$ cat config.mk
export PLATFORM = sky130hd
export DESIGN_NAME = mem_bus_ctrl
export DESIGN_NICKNAME = d
export VERILOG_FILES = /design/src/rtl/mem_bus_ctrl_pkg.sv /design/src/rtl/mem_addr_decode.sv /design/src/rtl/mem_bus_ctrl.sv
export SDC_FILE = /design/constraint.sdc
export NUM_CORES = 1
export LEC_CHECK = 0
export BUFFER_PORTS_ARGS = -buffer_cell sky130_fd_sc_hd__buf_4
export CAP_MARGIN = 20
export CORE_MARGIN = 10
export CORE_UTILIZATION = 44
export DETAILED_ROUTE_END_ITERATION = 10
export GPL_TIMING_DRIVEN = 1
export MAX_ROUTING_LAYER = met4
export PLACE_DENSITY = 0.8
export SYNTH_ARGS = -nofsm -noshare
export SYNTH_HDL_FRONTEND = slang
export SYNTH_SLANG_ARGS = --single-unit
$ cat constraint.sdc
create_clock -name Clock -period 1.8 [get_ports Clock]
set_input_delay 0.27 -clock Clock [delete_from_list [all_inputs] [get_ports Clock]]
set_output_delay 0.27 -clock Clock [all_outputs]
set_load 0.02 [all_outputs]
$ cat src/rtl/mem_bus_ctrl_pkg.sv
// Shared definitions for the memory bus controller and address decoders.
// FSM encodings and region-select constants.
package mem_bus_ctrl_pkg;

    typedef enum logic [1:0] {
        S_IDLE   = 2'd0,
        S_ACCESS = 2'd1,
        S_WAIT   = 2'd2,
        S_RESP   = 2'd3
    } state_e;

    localparam int   REGION_BIT = 15;
    localparam logic REGION_ROM = 1'b0;
    localparam logic REGION_RAM = 1'b1;

endpackage

$ cat src/rtl/mem_addr_decode.sv
// Region decode of a latched word address into RAM/ROM select and truncated addresses.
// Latency: combinational. Backpressure: none.
module mem_addr_decode
    import mem_bus_ctrl_pkg::*;
#(
    parameter int ADDR_W = 16,
    parameter int RAM_AW = 7,
    parameter int ROM_AW = 7
) (
    input  logic [ADDR_W-1:0] addr,
    output logic              region,
    output logic [RAM_AW-1:0] ram_addr,
    output logic [ROM_AW-1:0] rom_addr
);

    // Bits between the word address and the region bit are don't-care, so regions alias.
    logic unused_addr_bits;

    assign region           = addr[REGION_BIT];
    assign ram_addr         = addr[RAM_AW-1:0];
    assign rom_addr         = addr[ROM_AW-1:0];
    assign unused_addr_bits = ^{1'b0, addr};

endmodule

$ cat src/rtl/mem_bus_ctrl.sv
// Req/Ack bridge from the processor to synchronous RAM/ROM; blocks and flags ROM writes.
// Latency: write ack after E1, read ack after E(1+MEM_LAT). Backpressure: one transaction at a time, Req held until Ack.
module mem_bus_ctrl
    import mem_bus_ctrl_pkg::*;
#(
    parameter int DATA_W  = 16,
    parameter int ADDR_W  = 16,
    parameter int RAM_AW  = 7,
    parameter int ROM_AW  = 7,
    parameter int MEM_LAT = 1
) (
    input  logic              Clock,
    input  logic              Reset,
    input  logic              Req,
    input  logic              W,
    input  logic [ADDR_W-1:0] Addr,
    input  logic [DATA_W-1:0] WData,
    output logic              Ack,
    output logic [DATA_W-1:0] RData,
    output logic              Busy,
    output logic              ErrWrRom,
    output logic [RAM_AW-1:0] ram_addr,
    output logic [DATA_W-1:0] ram_data,
    output logic              ram_wren,
    input  logic [DATA_W-1:0] ram_q,
    output logic [ROM_AW-1:0] rom_addr,
    input  logic [DATA_W-1:0] rom_q
);

    localparam logic [1:0] LAT_LAST = 2'(MEM_LAT - 1);

    state_e              state_q, state_d;
    logic [ADDR_W-1:0]   addr_q, addr_d;
    logic                w_q, w_d;
    logic [DATA_W-1:0]   wdata_q, wdata_d;
    logic                wren_q, wren_d;
    logic                err_q, err_d;
    logic [DATA_W-1:0]   rdata_q, rdata_d;
    logic [1:0]          lat_cnt_q, lat_cnt_d;
    logic                region;

    mem_addr_decode #(
        .ADDR_W (ADDR_W),
        .RAM_AW (RAM_AW),
        .ROM_AW (ROM_AW)
    ) u_decode (
        .addr     (addr_q),
        .region   (region),
        .ram_addr (ram_addr),
        .rom_addr (rom_addr)
    );

    always_comb begin
        state_d   = state_q;
        addr_d    = addr_q;
        w_d       = w_q;
        wdata_d   = wdata_q;
        wren_d    = 1'b0;
        err_d     = err_q;
        rdata_d   = rdata_q;
        lat_cnt_d = lat_cnt_q;
        case (state_q)
            S_IDLE: begin
                if (Req) begin
                    addr_d  = Addr;
                    w_d     = W;
                    wdata_d = WData;
                    // Strobe is registered so it lines up with the ACCESS cycle.
                    wren_d  = W && (Addr[REGION_BIT] == REGION_RAM);
                    state_d = S_ACCESS;
                end
            end
            S_ACCESS: begin
                lat_cnt_d = '0;
                if (w_q) begin
                    if (region == REGION_ROM) begin
                        err_d = 1'b1;
                    end
                    state_d = S_RESP;
                end else begin
                    state_d = S_WAIT;
                end
            end
            S_WAIT: begin
                if (lat_cnt_q == LAT_LAST) begin
                    rdata_d = (region == REGION_RAM) ? ram_q : rom_q;
                    state_d = S_RESP;
                end else begin
                    lat_cnt_d = lat_cnt_q + 2'd1;
                end
            end
            S_RESP: begin
                state_d = S_IDLE;
            end
            default: begin
                state_d = S_IDLE;
            end
        endcase
    end

    always_ff @(posedge Clock) begin
        if (Reset) begin
            state_q   <= S_IDLE;
            addr_q    <= '0;
            w_q       <= 1'b0;
            wdata_q   <= '0;
            wren_q    <= 1'b0;
            err_q     <= 1'b0;
            rdata_q   <= '0;
            lat_cnt_q <= '0;
        end else begin
            state_q   <= state_d;
            addr_q    <= addr_d;
            w_q       <= w_d;
            wdata_q   <= wdata_d;
            wren_q    <= wren_d;
            err_q     <= err_d;
            rdata_q   <= rdata_d;
            lat_cnt_q <= lat_cnt_d;
        end
    end

    assign Ack      = (state_q == S_RESP);
    assign Busy     = (state_q != S_IDLE);
    assign ErrWrRom = err_q;
    assign RData    = rdata_q;
    assign ram_data = wdata_q;
    assign ram_wren = wren_q;

endmodule

# ---- After elaboration in Yosys (flattened, before gate mapping)
# Index checks and enable logic that the tools add are counted.
dict set report word_totals {
  in_bits 68
  output_inout_bits 50
  regBits 55
  wordCells 36
}
dict set report classes {
  muxes 7
  n_addsub 1
  bitwise 3
  reduce_logical 11
  eq_ne 6
}
# cell n
set op_table {}
lappend op_table {{$mux W16} 1}
lappend op_table {{$pmux W2 S4} 1}
lappend op_table {{$reduce_and A2 Y1} 4}
lappend op_table {{$mux W2} 3}
lappend op_table {{$ne A2 B2 Y1 const B} 3}
lappend op_table {{$eq A2 B2 Y1 const B} 2}
lappend op_table {{$logic_not A2 Y1} 2}
lappend op_table {{$pmux W2 S2} 1}
lappend op_table {{$reduce_bool A2 Y1} 2}
lappend op_table {{$not A1 Y1} 3}
lappend op_table {{$reduce_and A3 Y1} 1}
lappend op_table {{$reduce_or A3 Y1} 1}
lappend op_table {{$add A2 B1 Y2 const B} 1}
lappend op_table {{$eq A2 B1 Y1 const B} 1}
lappend op_table {{$logic_and A1 B1 Y1} 1}
lappend op_table {{$mux W1} 1}

# ---- Longest topological paths before layout
dict set report logic_depth {
  depth_word 3
  depth_mapped 7
  ltp_nobuf 5
}

# ---- Modules after synthesis
# Synthesis repeated with hierarchy kept, for this count alone.
dict set report hier_totals {
  cells_unflattened 273
  area_unflattened_um2 2401.1
}
# module seq_area_each_um2 cells_each area_each_um2 instances
set by_module_without_submodules {}
lappend by_module_without_submodules {mem_bus_ctrl 1101.1 258 2288.4 1}
lappend by_module_without_submodules {mem_addr_decode 0.0 15 112.6 1}

# ---- Least setup slack after synthesis
# OpenSTA, ideal clock, no wires.
dict set report synth_path {
  path_kind {reg-to-reg}
  start {register state_q[0]}
  end {register state_q[0]}
  path_stages_with_launch 6
  synth_period_minus_slack_ns 1.394
  setup_time_ns 0.088
  t_required_ns 1.712
  slack_ns 0.406
  path_buffers 0
  arrival_ns 1.306
  path_cell_list {dfxtp_1 > inv_1 > ha_1 > nor2b_1 > o31a_1 > a311oi_2}
}
dict set report synth_via {
  elab_chain_len 3
  word_cells_on_any_way 8
  classes_between {eq/ne: 5; mux: 1; reduce/logical: 2}
}
# item line_no
set synth_lines {}
lappend synth_lines {{from (decl)} mem_bus_ctrl.sv:32} ;# state_e state_q, state_d;
lappend synth_lines {{from (signal assigned)} mem_bus_ctrl.sv:112} ;# state_q <= state_d;
lappend synth_lines {{$eq A2 B2 Y1 / $logic_not A2 Y1 (equally long branches)} mem_bus_ctrl.sv:62} ;# case (state_q)
lappend synth_lines {{$ne A2 B2 Y1 (no source line)} --}
lappend synth_lines {{$reduce_and A2 Y1 (no source line)} --}
# Parallel ways exist; a longest one is shown, timed or not.
# A chain may end at the register's enable or synchronous reset.

# ---- Worst setup path in the final report
# Same ends and word-level chain as after synthesis.

==> results_dict.tcl <==
set metrics [dict create \
    yosys.area.top_type "dfxtp_1" \
    hp-start "W" \
    core_area_mm2 0.00444 \
    drive_gt1_frac 0.415 \
    pwr-share-clk 0.162 \
    finalWirelength_um 5700 \
    timing.rr.start "state_q[0]" \
    crit_required_ps 2020 \
    synth_common_cells "54 x nand2_1, 47 x dfxtp_1, 28 x a21oi_1" \
    grt_max_degree 48 \
    wl_per_cell_um 15.0 \
    tightest_slew_ps 575 \
    dominantRegCellSynth "dfxtp_1" \
    avgSynthCellArea_um2 8.99 \
    post-synth-top-count-cell "nand2_1" \
    endpoint_kind "register" \
    hold_class "input port to register" \
    cts_max_level 2 \
    max_stage_delay_ps 370 \
    crit_slowest_cell "dfxtp_1" \
    grt_antenna_before_repair 0 \
    antenna_left 0 \
    min_to "ram_wren" \
    rsz0062_at_grt "false" \
    grt_pass1_vias 1856 \
    yosysWarnings 0 \
    rows 24 \
    place.gp.congestion 0.707 \
    drt_iter0_drc 70 \
    whs_ps 199 \
    synth_top_area_frac 0.455 \
    synthesis.area_mm2 0.00207 \
    timing.critical_path.buf_inv 1 \
    finalCritPeriodShare 0.865 \
    combPwrFrac 0.483 \
    final.min_clock_period_ps 1560 \
    die_area_mm2 0.00784 \
    tns_ps 0 \
    maxCapViolCount 0 \
    tritoncts "built" \
    p_per_area_mw_per_mm2 1370 \
    synth_cell_types 22 \
    port_buffers 109 \
    grt_overflow 0 \
    clk_pin_slew_worst_paths_ps 90 \
    drt_pass1_iterations 4 \
    cts_resized 0 \
    clock_path_buffers 2 \
    die_x_um 88.5 \
    critPathKind "register to register" \
    p_leak_nw 1.27 \
    layout.nets 401 \
    p_switching_w 0.00162 \
    cts_sinks 47 \
    r2r_slack_ps 240 \
    worstPathCellList "inv_1, ha_1, nor2b_1, o31a_1, a311oi_2" \
    synth-seq-cells 47 \
    crit_path_start "state_q[0]" \
    grt_use_total 0.147 \
    hold_violations 0 \
    viasPerCell 4.79 \
    insertion_delay_ps 310 \
    initial_core_util 0.465 \
    setup-violations-final 0 \
    postSynthCellCount 230 \
    hold_depth 3 \
    diodes 0 \
    synth-edff-count 0 \
    cp-start-kind "register" \
    cts_setup_buffers 0 \
    cts_root_buf "clkbuf_8" \
    vias 1822 \
    grt_pass1_wl_um 8770 \
    die_h_um 88.5 \
    slew_headroom 0.617 \
    swShare 0.402 \
    synthTopCellsByArea "dfxtp_1 46%, nand2_1 9.8%, a211oi_2 8.5%" \
    pin_count 118 \
    drcViolationCount 0 \
    slew_viol_final 0 \
    finClkSkew_ps 5.93 \
    crit_arrival_ps 1770 \
    status "completed" \
    dp_hpwl_um 4390 \
    cts_hold_buf 0 \
    synthArstFlopShare 0 \
    ir_drop_mv 0.766 \
    area_growth_pct 42.0 \
    r2r_cells 5 \
    critPathMaxFanout 5 \
    r2r_end "state_q[0]" \
    synth_nets 304 \
    cts_buffers 5 \
    seq_area_frac_synth 0.455 \
    clock.fmax_mhz 642 \
    p_int_w 0.00241 \
    power.total_w 0.00403 \
    crit_family "compound AO/OA/AOI/OAI gates" \
    sequentialPowerShare 0.355 \
]
## registers in the layout (all words and copies together) (netlist names)
| name | count |
|---|---|
| ram_wren | 1 |
| ErrWrRom | 1 |
| lat_cnt_q | 2 |
| RData | 16 |
| addr_q | 8 |
| state_q | 2 |
| w_q | 1 |
| ram_data | 16 |
## cell families (layout without fill, tap and decap cells)
group	after synthesis	after routing	synth area share
multiplexers	16	16	0.0775
buffers and inverters	29	127	0.0902
flip-flops	47	47	0.455
AO/OA/AOI/OAI	51	51	0.185
AND/OR/NAND/NOR	81	81	0.156
adder cells (fa/ha/maj)	6	6	0.0363
## cell type report
class	instances	area, um2
clock inverters	3	25.0
flip-flops and latches	47	941
well taps	52	65.1
repair buffers	113	873
inverters	6	22.5
fillers	403	1510
multi-input cells	154	940
clock buffers	5	68.8
## worst reg2reg max path: stages, from the launching register on
cell	delay, ps
dfxtp_1	370
inv_1	110
ha_1	250
nor2b_1	180
o31a_1	320
a311oi_2	250
## worst max path at each step
| stage | to | slack [ps] | depth (start not counted) |
|---|---|---|---|
| 3_5_place_dp | state_q[0] | 280 | 5 |
| 3_3_place_gp | state_q[0] | 340 | 5 |
| 5_1_grt | Busy | 180 | 4 |
| 6_report | state_q[0] | 240 | 5 |
| 4_1_cts | state_q[0] | 250 | 5 |
| 2_1_floorplan | state_q[0] | 410 | 5 |
## metal layers
layer,vias to the layer above,wire (um),GRT usage
li1,957,-,-
met1,813,2210,0.148
met2,47,3110,0.265
met3,5,319,0.0432
met4,0,61,0.0529
met5,-,0,-
## layout by cell type, fill, tap and decap left out, types with 2 or more instances in the layout
master	n
buf_4	111
o21ai_0	3
ha_1	6
dfxtp_1	47
a211oi_1	3
inv_1	6
buf_12	2
and2_1	2
nand2_1	54
nor2b_1	2
nor2_1	19
nand2b_1	2
mux2i_1	16
clkbuf_8	5
a211oi_2	14
a21oi_1	28
clkinv_4	2
## per-stage QoR
step | util | setup WS (ps) | std cells | area (um2)
after CTS | 0.660 | 250 | 380 | 2940
after floorplan | - | 406 | 230 | 2070
after global routing | 0.660 | 182 | 380 | 2940
after global placement | 0.639 | 343 | 372 | 2840
final | 0.660 | 243 | 380 | 2940
after detailed placement | 0.639 | 276 | 372 | 2840
## power by group through the flow
stage               clock, W  combinational [W]  sequential (W)
floorplan                  0            0.00105         0.00172
global placement           0            0.00194         0.00145
detailed placement         0            0.00198         0.00146
CTS                 0.000675            0.00198         0.00144
global route        0.000713            0.00214         0.00147
finish              0.000652            0.00195         0.00143
No activity file was read; power rests on OpenSTA's default activity.
